**src/rtl/blackjack_pkg.sv**
```systemverilog
// Shared card-game types and constants: deck geometry, LFSR seed, index helpers.
// Pure combinational helpers, no latency.
// No flow control; consumers call the helpers directly.
package blackjack_pkg;

  typedef logic [3:0] card_value_t;
  typedef logic [1:0] card_symbol_t;

  localparam int          DECK_SIZE = 52;
  localparam int          SUIT_SIZE = 13;
  localparam logic [15:0] LFSR_SEED = 16'hACE1;

  // Fold a raw 6-bit random number into the 0..51 card index range.
  function automatic logic [5:0] wrap_index(input logic [5:0] raw);
    return (raw >= 6'(DECK_SIZE)) ? raw - 6'(DECK_SIZE) : raw;
  endfunction

  // Suit of a card index (index div 13).
  function automatic card_symbol_t index_symbol(input logic [5:0] idx);
    if (idx >= 6'(3 * SUIT_SIZE)) return 2'd3;
    if (idx >= 6'(2 * SUIT_SIZE)) return 2'd2;
    if (idx >= 6'(SUIT_SIZE))     return 2'd1;
    return 2'd0;
  endfunction

  // Rank of a card index ((index mod 13) + 1).
  function automatic card_value_t index_value(input logic [5:0] idx);
    logic [5:0] base;
    base = 6'(SUIT_SIZE) * {4'd0, index_symbol(idx)};
    return 4'(idx - base + 6'd1);
  endfunction

endpackage

```
**src/rtl/card_dealer_if.sv**
```systemverilog
// Card dealer request/response bundle: shuffle/draw pulses in, card and deck status out.
// No latency of its own.
// No backpressure: draw requests arriving while busy are dropped by the dealer.
interface card_dealer_if;
  import blackjack_pkg::*;

  logic         shuffle;
  logic         draw_req;
  logic         card_valid;
  card_value_t  card_value;
  card_symbol_t card_symbol;
  logic         busy;
  logic [5:0]   cards_left;
  logic         deck_empty;

  modport master (
    output shuffle, draw_req,
    input  card_valid, card_value, card_symbol, busy, cards_left, deck_empty
  );

  modport slave (
    input  shuffle, draw_req,
    output card_valid, card_value, card_symbol, busy, cards_left, deck_empty
  );

endinterface

```
**src/rtl/card_dealer_lfsr16.sv**
```systemverilog
// Free-running 16-bit Fibonacci LFSR (taps 16,14,13,11), reseeded by reset.
// Advances one step every clock; state visible the cycle after the edge.
// No backpressure; never stalls.
module lfsr16
  import blackjack_pkg::*;
(
  input  logic        clk,
  input  logic        rst,
  output logic [15:0] state_o
);

  logic [15:0] lfsr_q;
  logic [15:0] lfsr_d;
  logic        fb;

  // Right-shifting form: taps 16,14,13,11 land on bits 0,2,3,5.
  always_comb begin
    fb     = lfsr_q[0] ^ lfsr_q[2] ^ lfsr_q[3] ^ lfsr_q[5];
    lfsr_d = {fb, lfsr_q[15:1]};
  end

  // Seed on reset, step otherwise; a non-zero seed keeps it out of the all-zero lockup.
  always_ff @(posedge clk) begin
    if (rst) lfsr_q <= LFSR_SEED;
    else     lfsr_q <= lfsr_d;
  end

  assign state_o = lfsr_q;

endmodule

```
**src/rtl/card_dealer.sv**
```systemverilog
// Deals unique cards from a 52-card deck using an LFSR start point and linear probe.
// Latency 2+k cycles from draw_req to card_valid (k = used slots skipped).
// No queueing: draw_req while busy or with an empty deck is dropped; shuffle aborts.
// Build option CARD_DEALER_FIXED_SEQ_EN: probe always starts at index 0 (lowest free card).
module card_dealer
  import blackjack_pkg::*;
(
  input  logic         clk,
  input  logic         rst,
  card_dealer_if.slave dif
);

  localparam logic [1:0] IDLE   = 2'd0;
  localparam logic [1:0] SEARCH = 2'd1;
  localparam logic [1:0] DONE   = 2'd2;

  logic [1:0]           state_q,      state_d;
  logic [5:0]           cand_q,       cand_d;
  logic [DECK_SIZE-1:0] mask_q,       mask_d;
  logic [5:0]           cards_left_q, cards_left_d;
  card_value_t          value_q,      value_d;
  card_symbol_t         symbol_q,     symbol_d;

  logic [15:0] lfsr_state;
  logic [5:0]  cand_start;
  logic        unused_lfsr;

  lfsr16 u_lfsr (
    .clk     (clk),
    .rst     (rst),
    .state_o (lfsr_state)
  );

`ifdef CARD_DEALER_FIXED_SEQ_EN
  // Deterministic dealing: the LFSR keeps running but never steers the probe.
  assign cand_start  = 6'd0;
  assign unused_lfsr = ^lfsr_state;
`else
  // Only the low six LFSR bits pick the probe start.
  assign cand_start  = wrap_index(lfsr_state[5:0]);
  assign unused_lfsr = ^lfsr_state[15:6];
`endif

  // Next-state logic: shuffle first, then the IDLE/SEARCH/DONE draw sequence.
  always_comb begin
    state_d      = state_q;
    cand_d       = cand_q;
    mask_d       = mask_q;
    cards_left_d = cards_left_q;
    value_d      = value_q;
    symbol_d     = symbol_q;

    if (dif.shuffle) begin
      // Abort any draw in flight and return every card to the deck.
      state_d      = IDLE;
      mask_d       = '0;
      cards_left_d = 6'(DECK_SIZE);
    end else begin
      case (state_q)
        IDLE: begin
          if (dif.draw_req && (cards_left_q != 6'd0)) begin
            state_d = SEARCH;
            cand_d  = cand_start;
          end
        end
        SEARCH: begin
          if (!mask_q[cand_q]) begin
            // Free slot found: claim it and present the card in DONE.
            mask_d[cand_q] = 1'b1;
            cards_left_d   = cards_left_q - 6'd1;
            value_d        = index_value(cand_q);
            symbol_d       = index_symbol(cand_q);
            state_d        = DONE;
          end else begin
            cand_d = (cand_q == 6'(DECK_SIZE - 1)) ? 6'd0 : cand_q + 6'd1;
          end
        end
        DONE:    state_d = IDLE;
        default: state_d = IDLE;
      endcase
    end
  end

  // State registers; reset returns a full deck and drops any pending draw.
  always_ff @(posedge clk) begin
    if (rst) begin
      state_q      <= IDLE;
      cand_q       <= '0;
      mask_q       <= '0;
      cards_left_q <= 6'(DECK_SIZE);
      value_q      <= '0;
      symbol_q     <= '0;
    end else begin
      state_q      <= state_d;
      cand_q       <= cand_d;
      mask_q       <= mask_d;
      cards_left_q <= cards_left_d;
      value_q      <= value_d;
      symbol_q     <= symbol_d;
    end
  end

  assign dif.card_valid  = (state_q == DONE);
  assign dif.busy        = (state_q != IDLE);
  assign dif.card_value  = value_q;
  assign dif.card_symbol = symbol_q;
  assign dif.cards_left  = cards_left_q;
  assign dif.deck_empty  = (cards_left_q == 6'd0);

endmodule

```
**src/flat_wrapper.sv**
```systemverilog
// flat-port wrapper written by rule: the top's interface ports become plain ports
module card_dealer_flat import blackjack_pkg::*;
  (clk, rst, dif_shuffle, dif_draw_req, dif_card_valid, dif_card_value, dif_card_symbol, dif_busy, dif_cards_left, dif_deck_empty);
  card_dealer_if dif_i ();
  input  logic clk;
  input  logic rst;
  input wire logic [$bits(dif_i.shuffle)-1:0] dif_shuffle;
  input wire logic [$bits(dif_i.draw_req)-1:0] dif_draw_req;
  output wire logic [$bits(dif_i.card_valid)-1:0] dif_card_valid;
  output wire logic [$bits(dif_i.card_value)-1:0] dif_card_value;
  output wire logic [$bits(dif_i.card_symbol)-1:0] dif_card_symbol;
  output wire logic [$bits(dif_i.busy)-1:0] dif_busy;
  output wire logic [$bits(dif_i.cards_left)-1:0] dif_cards_left;
  output wire logic [$bits(dif_i.deck_empty)-1:0] dif_deck_empty;
  assign dif_i.shuffle = dif_shuffle;
  assign dif_i.draw_req = dif_draw_req;
  assign dif_card_valid = dif_i.card_valid;
  assign dif_card_value = dif_i.card_value;
  assign dif_card_symbol = dif_i.card_symbol;
  assign dif_busy = dif_i.busy;
  assign dif_cards_left = dif_i.cards_left;
  assign dif_deck_empty = dif_i.deck_empty;
  card_dealer u_core (.clk(clk), .rst(rst), .dif(dif_i));
endmodule
```
**config.mk**
```make
export PLATFORM = sky130hd
export DESIGN_NAME = card_dealer_flat
export DESIGN_NICKNAME = d
export VERILOG_FILES = /design/src/rtl/blackjack_pkg.sv /design/src/rtl/card_dealer_if.sv /design/src/rtl/card_dealer_lfsr16.sv /design/src/rtl/card_dealer.sv /design/src/flat_wrapper.sv
export SDC_FILE = /design/constraint.sdc
export NUM_CORES = 1
export LEC_CHECK = 0
export ABC_AREA = 1
export BUFFER_PORTS_ARGS = -buffer_cell sky130_fd_sc_hd__buf_2
export CORE_AREA = 2 2 90 92
export DETAILED_ROUTE_END_ITERATION = 6
export DIE_AREA = 0 0 92 94
export GPL_TIMING_DRIVEN = 0
export PLACE_DENSITY = 0.84
export SKIP_CTS_REPAIR_TIMING = 1
export SYNTH_ARGS = -nofsm -noshare
export SYNTH_HDL_FRONTEND = slang
export SYNTH_SLANG_ARGS = --single-unit
```
**constraint.sdc**
```tcl
create_clock -name clk -period 4.5 [get_ports clk]
set_clock_uncertainty 0.2 [all_clocks]
set_input_delay 0.9 -clock clk [delete_from_list [all_inputs] [get_ports clk]]
set_output_delay 0.9 -clock clk [all_outputs]
set_load 0.1 [all_outputs]
```
======== Yosys cells after proc, flatten, opt, wreduce, memory -nomap -nowiden ========
Index checks and enable logic that the tools add are counted.
storage, ports and cells
  register bits after elaboration ......... 88
  bits in latches ......................... 0
  bits in writable memories ............... 0
  memory bits (read-only) ................. 0
  bits of input ports ..................... 4
  output and inout port bits .............. 15
  word-level logic and storage cells ...... 79
  memories kept ........................... 0
cells by class
  $add $sub $neg .......................... 5
  multipliers ............................. 1
  div/mod/pow operators ................... 0
  $lt $le $gt $ge ......................... 6
  eq/ne operators ......................... 6
  shift operators ......................... 0
  muxes and demuxes ....................... 36
  bitwise gates (word level) .............. 6
  reduce and logical (&&, ||, !) cells .... 12
operators with widths
  operator                                                number
  bitwise OR 52 bit                                       1
  two-way mux 6 bit                                       4
  two-way mux 2 bit                                       11
  two-way mux 1 bit                                       17
  >= comparator 6 bit (second input constant)             2
  case mux 6 bit (2 select lines)                         1
  < comparator 6 x 7 -> 1 bit (second input constant)     1
  adder 6 x 1 -> 6 bit (second input constant)            1
  binary-select mux 1 bit (select 6 bit)                  1
  demux 1 bit (select 6 bit)                              1
  == test 6 bit (second input constant)                   1
  >= comparator 6 x 1 -> 1 bit (second input constant)    1
  >= comparator 6 x 4 -> 1 bit (second input constant)    1
  >= comparator 6 x 5 -> 1 bit (second input constant)    1
  logical NOT 6 bit                                       1
  nonzero test 6 bit                                      1
  subtractor 6 x 1 -> 6 bit (second input constant)       1
  subtractor 6 bit (second input constant)                1
  adder 4 x 1 -> 4 bit (second input constant)            1
  multiplier 4 x 2 -> 4 bit (first input constant)        1
  inequality test 2 x 1 -> 1 bit (second input constant)  2
  case mux 2 bit (2 select lines)                         1
  AND reduction 2 bit                                     2
  AND reduction 4 bit                                     1
  other kinds (11)                                        16

======== Longest topological paths before layout ========
  word-level depth ........................ 23
  mapped depth ............................ 18
  mapped depth without buffers ............ 16

======== Hierarchy ========
A second synthesis with hierarchy kept.
second synthesis, totals
  cell total of the unflattened synthesis .. 681
  area, all modules ....................... 4474.3 µm²
by module, submodules not included
  module       times used  cells each  area each (µm²)  seq. area each (µm²)
  card_dealer  1           624         3973.8           1441.4
  lfsr16       1           57          500.5            320.3

======== Worst setup path before layout ========
OpenSTA, ideal clock, no wires.
  kind .................................... reg2reg
  start ................................... register u_core.cand_q[0]
  end ..................................... register u_core.value_q[3] (netlist: u_core.dif.card_value[3])
  setup time .............................. 113 ps
  arrival ................................. 2763 ps
  data required time ...................... 4187 ps
  slack ................................... 1425 ps
  stages on the path, launching flop included .. 18
  buffers on the path ..................... 2
  period minus slack after synthesis ...... 3075 ps
  cell sequence ........................... dfxtp_1 buf_4 inv_4 buf_6 ha_1 or2_2 a31oi_1 inv_1 ha_1 inv_1 ha_1 inv_1 fa_1 xnor2_1 xnor2_1 xnor2_1 nor2_1 nor2_1
on the way
  cells in the longest elaborated chain, start to end .. 16
  elaborated cells on any way between the ends .. 33
  classes of those cells .................. add/sub (2); mul (1); order compare (3); mux (25); bitwise (1); reduce/logical (1)
ends and longest elaborated chain
  what                             RTL line             source
  from (decl)                      card_dealer.sv:18    logic [5:0] cand_q, cand_d;
  from (signal assigned)           card_dealer.sv:95    cand_q <= cand_d;
  >= comparator 6 x 4 -> 1 bit     blackjack_pkg.sv:22  if (idx >= 6'(SUIT_SIZE)) return 2'd1;
  two-way mux 1 bit (2 in series)  blackjack_pkg.sv:22
  two-way mux 1 bit                blackjack_pkg.sv:21  if (idx >= 6'(2 * SUIT_SIZE)) return 2'd2;
  two-way mux 1 bit                card_dealer.sv:67    if (!mask_q[cand_q]) begin
  two-way mux 1 bit                card_dealer.sv:59    case (state_q)
  two-way mux 1 bit                card_dealer.sv:53    if (dif.shuffle) begin
  two-way mux 2 bit                blackjack_pkg.sv:23  return 2'd0;
  two-way mux 2 bit                blackjack_pkg.sv:22
  two-way mux 2 bit                blackjack_pkg.sv:21
  two-way mux 2 bit                card_dealer.sv:67
  two-way mux 2 bit                card_dealer.sv:59
  two-way mux 2 bit                card_dealer.sv:53
  multiplier 4 x 2 -> 4 bit        blackjack_pkg.sv:29  base = 6'(SUIT_SIZE) * {4'd0, index_symbol(idx)};
  subtractor 4 bit                 blackjack_pkg.sv:30  return 4'(idx - base + 6'd1);
  adder 4 x 1 -> 4 bit             blackjack_pkg.sv:30
  to (signal assigned)             card_dealer.sv:98    value_q <= value_d;
  to (decl)                        card_dealer.sv:21    card_value_t value_q, value_d;
Parallel ways exist; a longest one is shown, timed or not. The select of a mux whose other input is x is not followed.
A chain may end at the register's enable or synchronous reset.

======== Worst setup path after layout ========
Same ends and word-level chain as after synthesis.

==> metrics.md <==
| Metric | Value |
|---|---|
| Post-route minimum period | about 3.4 ns |
| Starting Density | 0.589 |
| Register cell area after layout | between 1500 and 2000 um^2 |
| Peak VDD IR | between 0.2 and 0.25 mV |
| Post-Syn Area per Cell | around 7 um^2 |
| Root buf cell | clkbuf_8 |
| Share of cells above drive strength 1 | 0.142 |
| Clock Sink Count | about 90 |
| Sequential element share of the synthesized area | 0.393 |
| Nets | about 700 |
| Final Hold Fails | 0 |
| GRT overflow | 0 |
| Max Cap Viol | 0 |
| Fmax achieved | 296 MHz |
| HP Class | flip-flop to flip-flop |
| Pwr Density | around 320 nW/um^2 |
| Die Area | slightly below 9000 um^2 |
| Tightest Pin Transition | roughly 1.3 ns |
| Pin count of the biggest net entering global routing | 16 |
| ANT cells | 0 |
| Post-DP HPWL | 7700 um |
| Synth Area in Simple Gates | 0.326 |
| Setup Viol. Count Final | 0 |
| Rows | 32 |
| Final Slew Violations | 0 |
| Die H | 94 um |
| Slew HR | 0.149 |
| Main synth FF type | dfxtp_1 |
| Number of CTS-inserted buffers | 9 |
| Port Buffer Count | 17 |
| Drt pass-1 iters | 6 |
| Yosys cell types | 28 |
| Initial antenna violation count | 0 |
| Crit. End Element | flip-flop |
| Largest family of logic cells by synthesized area | simple AND/OR/NAND/NOR gates |
| CTS tree | done |
| Synth Area in Adders | 0.0352 |
| Number of global-route vias before repair | around 3,800 |
| Via count | 4,153 |
| Drt wl/cell | 13.7 um |
| DRC | 0 |
| Final period util | 0.750 |
| FF+latch count, synth | between 80 and 90 |
| Core area | roughly 7600 um^2 |
| Setup TNS | 0 ns |
| Compound-Gate Fraction of Synth Area | 0.130 |
| P&R area growth vs syn | 8.57% |
| Multi-input gate area | between 2000 and 2500 um^2 |
| Vias per cell | between 5 and 6 |
| First-pass GRT wire length | 17,900 um |
| Ys async rst share | 0 |
| Clock-pin transition on the worst setup and hold timing paths | around 0.09 ns |
| Critical Path RT | 4.60 ns |
| Xor/xnor share of the synthesized area | 0.0254 |
| Multiplexer area fraction after synthesis | 0 |
| CP arrival | roughly 3.5 ns |
| Initial DRC count | roughly 420 |
| Leakage | around 0.0022 uW |
| Gp weighted congestion | roughly 0.95 |
| Critical path launch point type | flip-flop |
| Total wire length | 10,800 um |
| Area post-placement | between 4000 and 5000 um^2 |
| RSZ-0062 raised after global routing | false |
| CP Max Fanout | 11 |
| FILL cells | ~670 |
| Syn Std Cell Area | between 4000 and 5000 um^2 |
| Clk_lat worst skew | roughly 0.37 ns |
| H-Tree Depth | 3 |
| Die Wd | just over 90 um |
| Synthesis Warnings | 0 |
| Antenna Violating Nets Remaining | 0 |
| Post-Syn Instances | about 660 |
| Setup Crit Path Kind | flip-flop to flip-flop |
| Ports | 19 |
| Run status | finished, final reports clean |
| Clock Path Buffers | 2 |
| Design area | 4870 um^2 |
| Syn nets | approximately 680 |
| Post-synth EDFFs | 0 |
| Overall global routing resource usage | 0.262 |
[power by group]
part	total [uW]	switching, uW	internal (uW)	leakage (uW)
logic	255	182	72.8	0.00145
clock network	492	290	201	0.0000749
registers	806	9.65	796	0.000715
[worst max-delay path, stage by stage (launching register included)]
cell and delay [ns]:
dfxtp_1 0.37, buf_4 0.21, inv_4 0.09, buf_6 0.16, ha_1 0.18, or2_2 0.27, a31oi_1 0.22, inv_1 0.10
ha_1 0.28, inv_1 0.06, ha_1 0.13, inv_1 0.05, fa_1 0.38, xnor2_1 0.15, xnor2_1 0.19, xnor2_1 0.14
nor2_1 0.06, nor2_1 0.08
[cells in the mapped netlist (6+ instances only)]
master	instances	area, um^2
buf_6	6	67.6
clkbuf_1	9	33.8
or2_2	7	43.8
a21oi_1	18	90.1
nand2_1	275	1030
ha_1	11	138
inv_1	57	214
o21ai_2	30	263
xor2_1	8	70.1
nand3_1	18	90.1
o21ai_0	29	145
buf_2	14	70.1
nor2_1	52	195
dfxtp_1	88	1760
[per-stage QoR]
stage | power (uW) | std cells | util | worst slack (ns) | hold WS, ns
final | 1550 | 794 | 0.640 | 1.13 | 0.209
after global routing | 1620 | 794 | 0.640 | 0.844 | 0.236
after CTS | 1560 | 794 | 0.640 | 1.14 | 0.213
after detailed placement | 1080 | 778 | 0.617 | 1.15 | 0.198
after global placement | 1070 | 778 | 0.617 | 1.21 | 0.192
after floorplan | 1020 | 659 | - | 1.42 | 0.188
[metal layers]
| metal | vias up | GRT usage | part of all wire |
|---|---|---|---|
| met5 | - | 0 | 0 |
| met4 | 0 | 0.127 | 0.027 |
| met3 | 38 | 0.0369 | 0.076 |
| met2 | 165 | 0.440 | 0.49 |
| met1 | 1855 | 0.334 | 0.41 |
| li1 | 2095 | - | - |
[cell usage in the layout, fill, tap and decap left out, types with 5 or more instances in the layout]
| master | n |
|---|---|
| ha_1 | 11 |
| a21oi_1 | 18 |
| dfxtp_1 | 88 |
| nand4_1 | 5 |
| xnor2_1 | 5 |
| o21ai_0 | 29 |
| buf_6 | 6 |
| nand3_1 | 18 |
| buf_2 | 31 |
| nand2_1 | 275 |
| clkbuf_8 | 9 |
| clkbuf_1 | 10 |
| xor2_1 | 8 |
| or2_2 | 7 |
| nor2_2 | 5 |
| o21ai_2 | 30 |
| inv_1 | 57 |
| nor2_1 | 52 |
[final cells by class]
| type | instances | area share |
|---|---|---|
| plain buffers | 31 | 0.0383 |
| clock buffers | 10 | 0.0262 |
| clock inverters | 6 | 0.00900 |
| inverters | 58 | 0.0452 |
| multi-input cells | 482 | 0.476 |
| flip-flops and latches | 88 | 0.362 |
| well taps | 102 | 0.0262 |
| repair buffers | 17 | 0.0175 |
[kinds of logic after synthesis]
kind of cell,count (synthesis)
AOI/OAI and AO/OA,89
buffers and inverters,89
DFF,88
xor gates and xnor gates,13
and+or+nand+nor,368
adders and majority gates,12
[path summary, 6_finish.rpt]
check | start | to | slack (ns) | cells past startpoint
worst max register to register | u_core.cand_q[0] | u_core.dif.card_value[3] | 1.13 | 17
worst min-delay path | u_core.u_lfsr.state_o[15] | u_core.u_lfsr.state_o[14] | 0.21 | 2
worst max-delay path | u_core.cand_q[0] | u_core.dif.card_value[3] | 1.13 | 17
worst min register to register | u_core.u_lfsr.state_o[15] | u_core.u_lfsr.state_o[14] | 0.21 | 2
[registers in the layout (all words and copies together), names as in the netlist]
signal and cells:
u_core.u_lfsr.state_o 16, u_core.cand_q 6, u_core.mask_q 52, u_core.dif.card_value 4
u_core.dif.card_symbol 2, u_core.state_q 2, u_core.dif.cards_left 6
(Power assumes the default switching activity.)
